--- src/rtl/sram_arb_pkg.sv ---
// Shared definitions for the SRAM arbiter: read-owner encoding
// and default bus widths.
package sram_arb_pkg;

   localparam int ADDR_W_DEF = 16;
   localparam int DATA_W_DEF = 32;
   localparam int STARVE_W   = 4;

   typedef enum logic [1:0] {
      OWN_NONE = 2'd0,
      OWN_CPU  = 2'd1,
      OWN_DMA  = 2'd2
   } own_e;

endpackage

--- src/rtl/arb_starve_counter.sv ---
// Saturating counter of consecutive denied DMA cycles; hit flags
// that the DMA must win the next contended slot.
module arb_starve_counter
   import sram_arb_pkg::*;
#(
   parameter int LIMIT = 4
) (
   input  logic clk,
   input  logic rst_n,
   input  logic inc,
   input  logic clr,
   output logic hit
);

   localparam logic [STARVE_W-1:0] LIM = STARVE_W'(LIMIT);

   logic [STARVE_W-1:0] cnt_q;
   logic [STARVE_W-1:0] cnt_d;

   always_comb begin
      cnt_d = cnt_q;
      if (clr)
         cnt_d = '0;
      else if (inc && (cnt_q != LIM))
         cnt_d = cnt_q + 1'b1;
   end

   always_ff @(posedge clk or negedge rst_n) begin
      if (!rst_n)
         cnt_q <= '0;
      else
         cnt_q <= cnt_d;
   end

   assign hit = (cnt_q == LIM);

endmodule

--- src/rtl/sram_arbiter.sv ---
// Single-port SRAM arbiter: CPU fixed priority with a DMA starvation
// guard, zero-latency grants and one-cycle tagged read return.
module sram_arbiter
   import sram_arb_pkg::*;
#(
   parameter int ADDR_W       = ADDR_W_DEF,
   parameter int DATA_W       = DATA_W_DEF,
   parameter int STARVE_LIMIT = 4
) (
   input  logic              clk,
   input  logic              reset,
   input  logic              cpu_req,
   input  logic              cpu_we,
   input  logic [ADDR_W-1:0] cpu_addr,
   input  logic [DATA_W-1:0] cpu_wdata,
   output logic              cpu_gnt,
   output logic              cpu_rvalid,
   output logic [DATA_W-1:0] cpu_rdata,
   input  logic              dma_req,
   input  logic              dma_we,
   input  logic [ADDR_W-1:0] dma_addr,
   input  logic [DATA_W-1:0] dma_wdata,
   output logic              dma_gnt,
   output logic              dma_rvalid,
   output logic [DATA_W-1:0] dma_rdata,
   output logic [ADDR_W-1:0] sram_ADDR,
   output logic [DATA_W-1:0] sram_DI,
   output logic              sram_EN,
   output logic              sram_WE,
   input  logic [DATA_W-1:0] sram_DO,
   output logic [31:0]       cpu_acc_cnt,
   output logic [31:0]       dma_acc_cnt
);

   logic        starve_hit;
   own_e        rd_own_q;
   own_e        rd_own_d;
   logic [31:0] cpu_cnt_q;
   logic [31:0] cpu_cnt_d;
   logic [31:0] dma_cnt_q;
   logic [31:0] dma_cnt_d;

   // Grants are gated by reset so nothing reaches the macro in reset.
   assign dma_gnt = reset & dma_req & (~cpu_req | starve_hit);
   assign cpu_gnt = reset & cpu_req & ~dma_gnt;

   arb_starve_counter #(
      .LIMIT (STARVE_LIMIT)
   ) u_starve (
      .clk   (clk),
      .rst_n (reset),
      .inc   (dma_req & ~dma_gnt),
      .clr   (dma_gnt | ~dma_req),
      .hit   (starve_hit)
   );

   always_comb begin
      sram_EN   = 1'b0;
      sram_WE   = 1'b0;
      sram_ADDR = '0;
      sram_DI   = '0;
      unique case (1'b1)
         cpu_gnt: begin
            sram_EN   = 1'b1;
            sram_WE   = cpu_we;
            sram_ADDR = cpu_addr;
            sram_DI   = cpu_wdata;
         end
         dma_gnt: begin
            sram_EN   = 1'b1;
            sram_WE   = dma_we;
            sram_ADDR = dma_addr;
            sram_DI   = dma_wdata;
         end
         default: ;
      endcase
   end

   always_comb begin
      rd_own_d  = OWN_NONE;
      if (cpu_gnt && !cpu_we)
         rd_own_d = OWN_CPU;
      else if (dma_gnt && !dma_we)
         rd_own_d = OWN_DMA;
      cpu_cnt_d = cpu_cnt_q + {31'd0, cpu_gnt};
      dma_cnt_d = dma_cnt_q + {31'd0, dma_gnt};
   end

   always_ff @(posedge clk or negedge reset) begin
      if (!reset) begin
         rd_own_q  <= OWN_NONE;
         cpu_cnt_q <= '0;
         dma_cnt_q <= '0;
      end else begin
         rd_own_q  <= rd_own_d;
         cpu_cnt_q <= cpu_cnt_d;
         dma_cnt_q <= dma_cnt_d;
      end
   end

   assign cpu_rvalid  = (rd_own_q == OWN_CPU);
   assign dma_rvalid  = (rd_own_q == OWN_DMA);
   assign cpu_rdata   = sram_DO;
   assign dma_rdata   = sram_DO;
   assign cpu_acc_cnt = cpu_cnt_q;
   assign dma_acc_cnt = dma_cnt_q;

endmodule
--- config.mk ---
export PLATFORM = sky130hd
export DESIGN_NAME = sram_arbiter
export DESIGN_NICKNAME = d
export VERILOG_FILES = /design/src/rtl/sram_arb_pkg.sv /design/src/rtl/arb_starve_counter.sv /design/src/rtl/sram_arbiter.sv
export SDC_FILE = /design/constraint.sdc
export NUM_CORES = 1
export LEC_CHECK = 0
export ABC_CLOCK_PERIOD_IN_PS = 3350
export BUFFER_PORTS_ARGS = -buffer_cell sky130_fd_sc_hd__buf_2
export CORE_AREA = 8 8 118 120
export CTS_CLUSTER_SIZE = 25
export DETAILED_ROUTE_END_ITERATION = 6
export DIE_AREA = 0 0 126 128
export HOLD_SLACK_MARGIN = 0.12
export PLACE_DENSITY = 0.71
export SYNTH_ARGS = -nofsm -noshare
export SYNTH_HDL_FRONTEND = slang
export SYNTH_SLANG_ARGS = --single-unit
--- constraint.sdc ---
create_clock -name clk -period 3.35 [get_ports clk]
set_input_delay 0.67 -clock clk [delete_from_list [all_inputs] [get_ports clk]]
set_output_delay 0.67 -clock clk [all_outputs]
set_load 0.05 [all_outputs]
==> impl_metrics.json <==
{
  "postLayoutCellArea_mm2": 0.00529,
  "fillers": 1191,
  "crit_arrival_ps": 2400,
  "p_leak_uw": 0.00286,
  "rr_worst_depth": 12,
  "fmax_ghz": 0.325,
  "grt_pass1_wl_mm": 23.9,
  "layout_worst_path_cycle_share_pct": 91.8,
  "regArea_mm2": 0.00175,
  "antenna_found_initial": 4,
  "core_mm2": 0.0122,
  "finalMaxSlewViolations": 0,
  "first_pass_iters": 4,
  "numCtsBuffers": 9,
  "start_util_pct": 34.2,
  "cp_cell_sequence": "inv_1 -> ha_1 -> nand3b_1 -> a21o_1 -> inv_2 -> buf_4 -> a22o_1 -> buf_2",
  "hpwlAfterDp_mm": 13.3,
  "ys.flop_type": "dfrtp_1",
  "die_x_um": 126,
  "rsz0062_at_grt": "no",
  "postRouteWirelength_mm": 15.8,
  "antenna_left": 0,
  "cp-start-kind": "flop",
  "power_density_mw_per_mm2": 520,
  "finalHoldViolations": 0,
  "synth-edff-count": 0,
  "clockRootBuffer": "clkbuf_16",
  "setup-tns-final_ps": 0,
  "ys.warnings.count": 0,
  "tritoncts": "built",
  "synth_top_family_by_area": "simple AND/OR/NAND/NOR gates",
  "fin_skew_ps": 6.16,
  "io_buffers": 219,
  "synthAdderAreaFrac_pct": 2.10,
  "dr_total_vias": 3691,
  "max_cap_violations": 0,
  "met1_usage_pct": 23.6,
  "worstReg2RegStart": "u_starve.cnt_q[0]",
  "crit_path_end_kind": "primary output",
  "overflow": 0,
  "path_buf_inv": 4,
  "final_cell_mix": "buf_2, dfrtp_1, xnor2_1, a22o_1, nand3_1",
  "syn-instance-count": 400,
  "async_flop_share_pct": 100,
  "relSlewSlack_pct": 44.3,
  "slowest_stage": "dfrtp_1",
  "fin_crit_ps": 3070,
  "drive_above_1_share_pct": 45.1,
  "clockBufferDepth": 2,
  "die_h_um": 128,
  "die_area_mm2": 0.0161,
  "critPathKind": "flop to primary output",
  "synth-seq-cells": 70,
  "multiInputGateArea_mm2": 0.00182,
  "cts.clk_slew.worst_paths_ps": 50,
  "min_path_type": "input pin to asynchronous set/reset pin",
  "grt_max_degree": 66,
  "fin_nets": 705,
  "area.growth.synth_to_final_pct": 26.8,
  "setup_slack_ps": 275,
  "gp_congestion": 0.921,
  "rrSetupSlack_ps": 310,
  "met2_usage_pct": 30.6,
  "grt_pass1_vias": 3988,
  "whs_ps": 169,
  "diodes": 0,
  "grt.total_usage_pct": 19.4,
  "grt_use_met3_pct": 7.82,
  "synth-simple-area-share_pct": 17.5,
  "reg2reg_to": "dma_acc_cnt[12]",
  "layout_commonest_cell": "buf_2",
  "vias_per_cell": 5.16,
  "path_delay_family": "buffers and inverters",
  "tightest_slew_ps": 836,
  "place_area_mm2": 0.00497,
  "synth_compound_area_share_pct": 11.0,
  "fin_util_pct": 43.3,
  "syn_area_mm2": 0.00417,
  "clock_sinks": 70,
  "avgRoutedWirePerCell_um": 22.1,
  "yosysSeqAreaShare_pct": 42.0,
  "cts-htree-levels": 3,
  "ys_types": 35,
  "setup_viol": 0,
  "pre_cts_ws_ps": 326,
  "critical_path_required_ps": 2680,
  "rows": 41,
  "synthMuxAreaShare_pct": 0,
  "grt_busiest_layer": "met2",
  "cts_hold_buf": 0,
  "ios": 316,
  "clk_latency_ps": 330,
  "drtIter0Drc": 251,
  "drc_errors": 0,
  "synthesis.nets": 541,
  "status": "complete, no violations",
  "synth.avg_cell_area_um2": 10.4,
  "synthXorXnorAreaFrac_pct": 12.8,
  "worst-path-max-fanout": 26,
  "slowest_delay_ps": 420,
  "peakVddDrop_uv": 241
}
[how the worst max path moves through the flow]
stage	startpoint	endpoint	slack (ps)	depth (start not counted)
final	u_starve.cnt_q[0]	sram_DI[5]	280	8
after global routing	u_starve.cnt_q[0]	dma_acc_cnt[12]	80	12
after CTS	u_starve.cnt_q[0]	sram_ADDR[11]	100	9
after detailed placement	reset	dma_acc_cnt[12]	330	11
after global placement	reset	dma_acc_cnt[22]	400	11
after floorplan	u_starve.cnt_q[0]	dma_acc_cnt[20]	520	13
[flip-flops by register name (all words and copies together) (netlist names)]
name            cells
cpu_acc_cnt        32
rd_own_q            2
u_starve.cnt_q      4
dma_acc_cnt        32
[power by group]
part / internal, uW / switching (uW)
logic: 196 / 579
registers: 917 / 86.2
clock network: 640 / 332
total: 1750 / 997
[layout make-up]
| type | count | area share, % |
|---|---|---|
| sequential | 70 | 33.1 |
| multi-input combinational | 244 | 34.4 |
| tap | 150 | 3.55 |
| clock inverter | 2 | 1.14 |
| inverter | 6 | 0.426 |
| clock buffer | 11 | 4.40 |
| timing repair buffer | 233 | 23.0 |
[metrics by stage]
| stage | total power, uW | cells |
|---|---|---|
| after floorplan | 1710 | 400 |
| after global placement | 1780 | 701 |
| after detailed placement | 1800 | 701 |
| after CTS | 2780 | 714 |
| after global routing | 2860 | 716 |
| final | 2750 | 716 |
[worst reg2reg max path, stage by stage (launching register included)]
cell      delay, ps
dfrtp_1         420
inv_1            80
ha_1            190
nand3b_1        190
a21o_1          260
inv_2           100
buf_4           280
ha_1            240
ha_1            190
and3_2          240
nor3b_1         360
and4_1          260
xor2_1          160
[synth_stat cells, drive strengths merged, types with 2 or more instances]
library cell / n / area, um^2
buf: 80 / 584
dfrtp: 70 / 1750
xnor2: 50 / 438
a22o: 49 / 429
nand3: 31 / 165
nand4: 19 / 119
nand2: 17 / 63.8
nor2: 14 / 57.6
and4: 11 / 96.3
xor2: 11 / 96.3
and3: 10 / 63.8
ha: 7 / 87.6
inv: 6 / 22.5
nor3: 6 / 40.0
nor3b: 3 / 22.5
a21oi: 2 / 10.0
nand2b: 2 / 20.0
nand4b: 2 / 17.5
nor2b: 2 / 12.5
nor4: 2 / 27.5
[layer usage]
metal	vias to the layer above	wire length (um)
met4	8	197
met1	1776	6670
met3	22	1380
li1	1693	-
met2	192	7490
met5	-	52
[cell families after synthesis]
kind of cell | count (synthesis)
adders and majority gates | 7
buffers and inverters | 86
xor gates and xnor gates | 61
and+or+nand+nor | 122
AOI/OAI and AO/OA | 54
DFF | 70
[what timing repair did]
item | 4_1_cts | 5_1_grt
setup buffers | 0 | 2
setup endpoints to repair | 0 | 5
gates resized for setup | 0 | 0
Note: power is estimated with default switching activity, not from simulation.
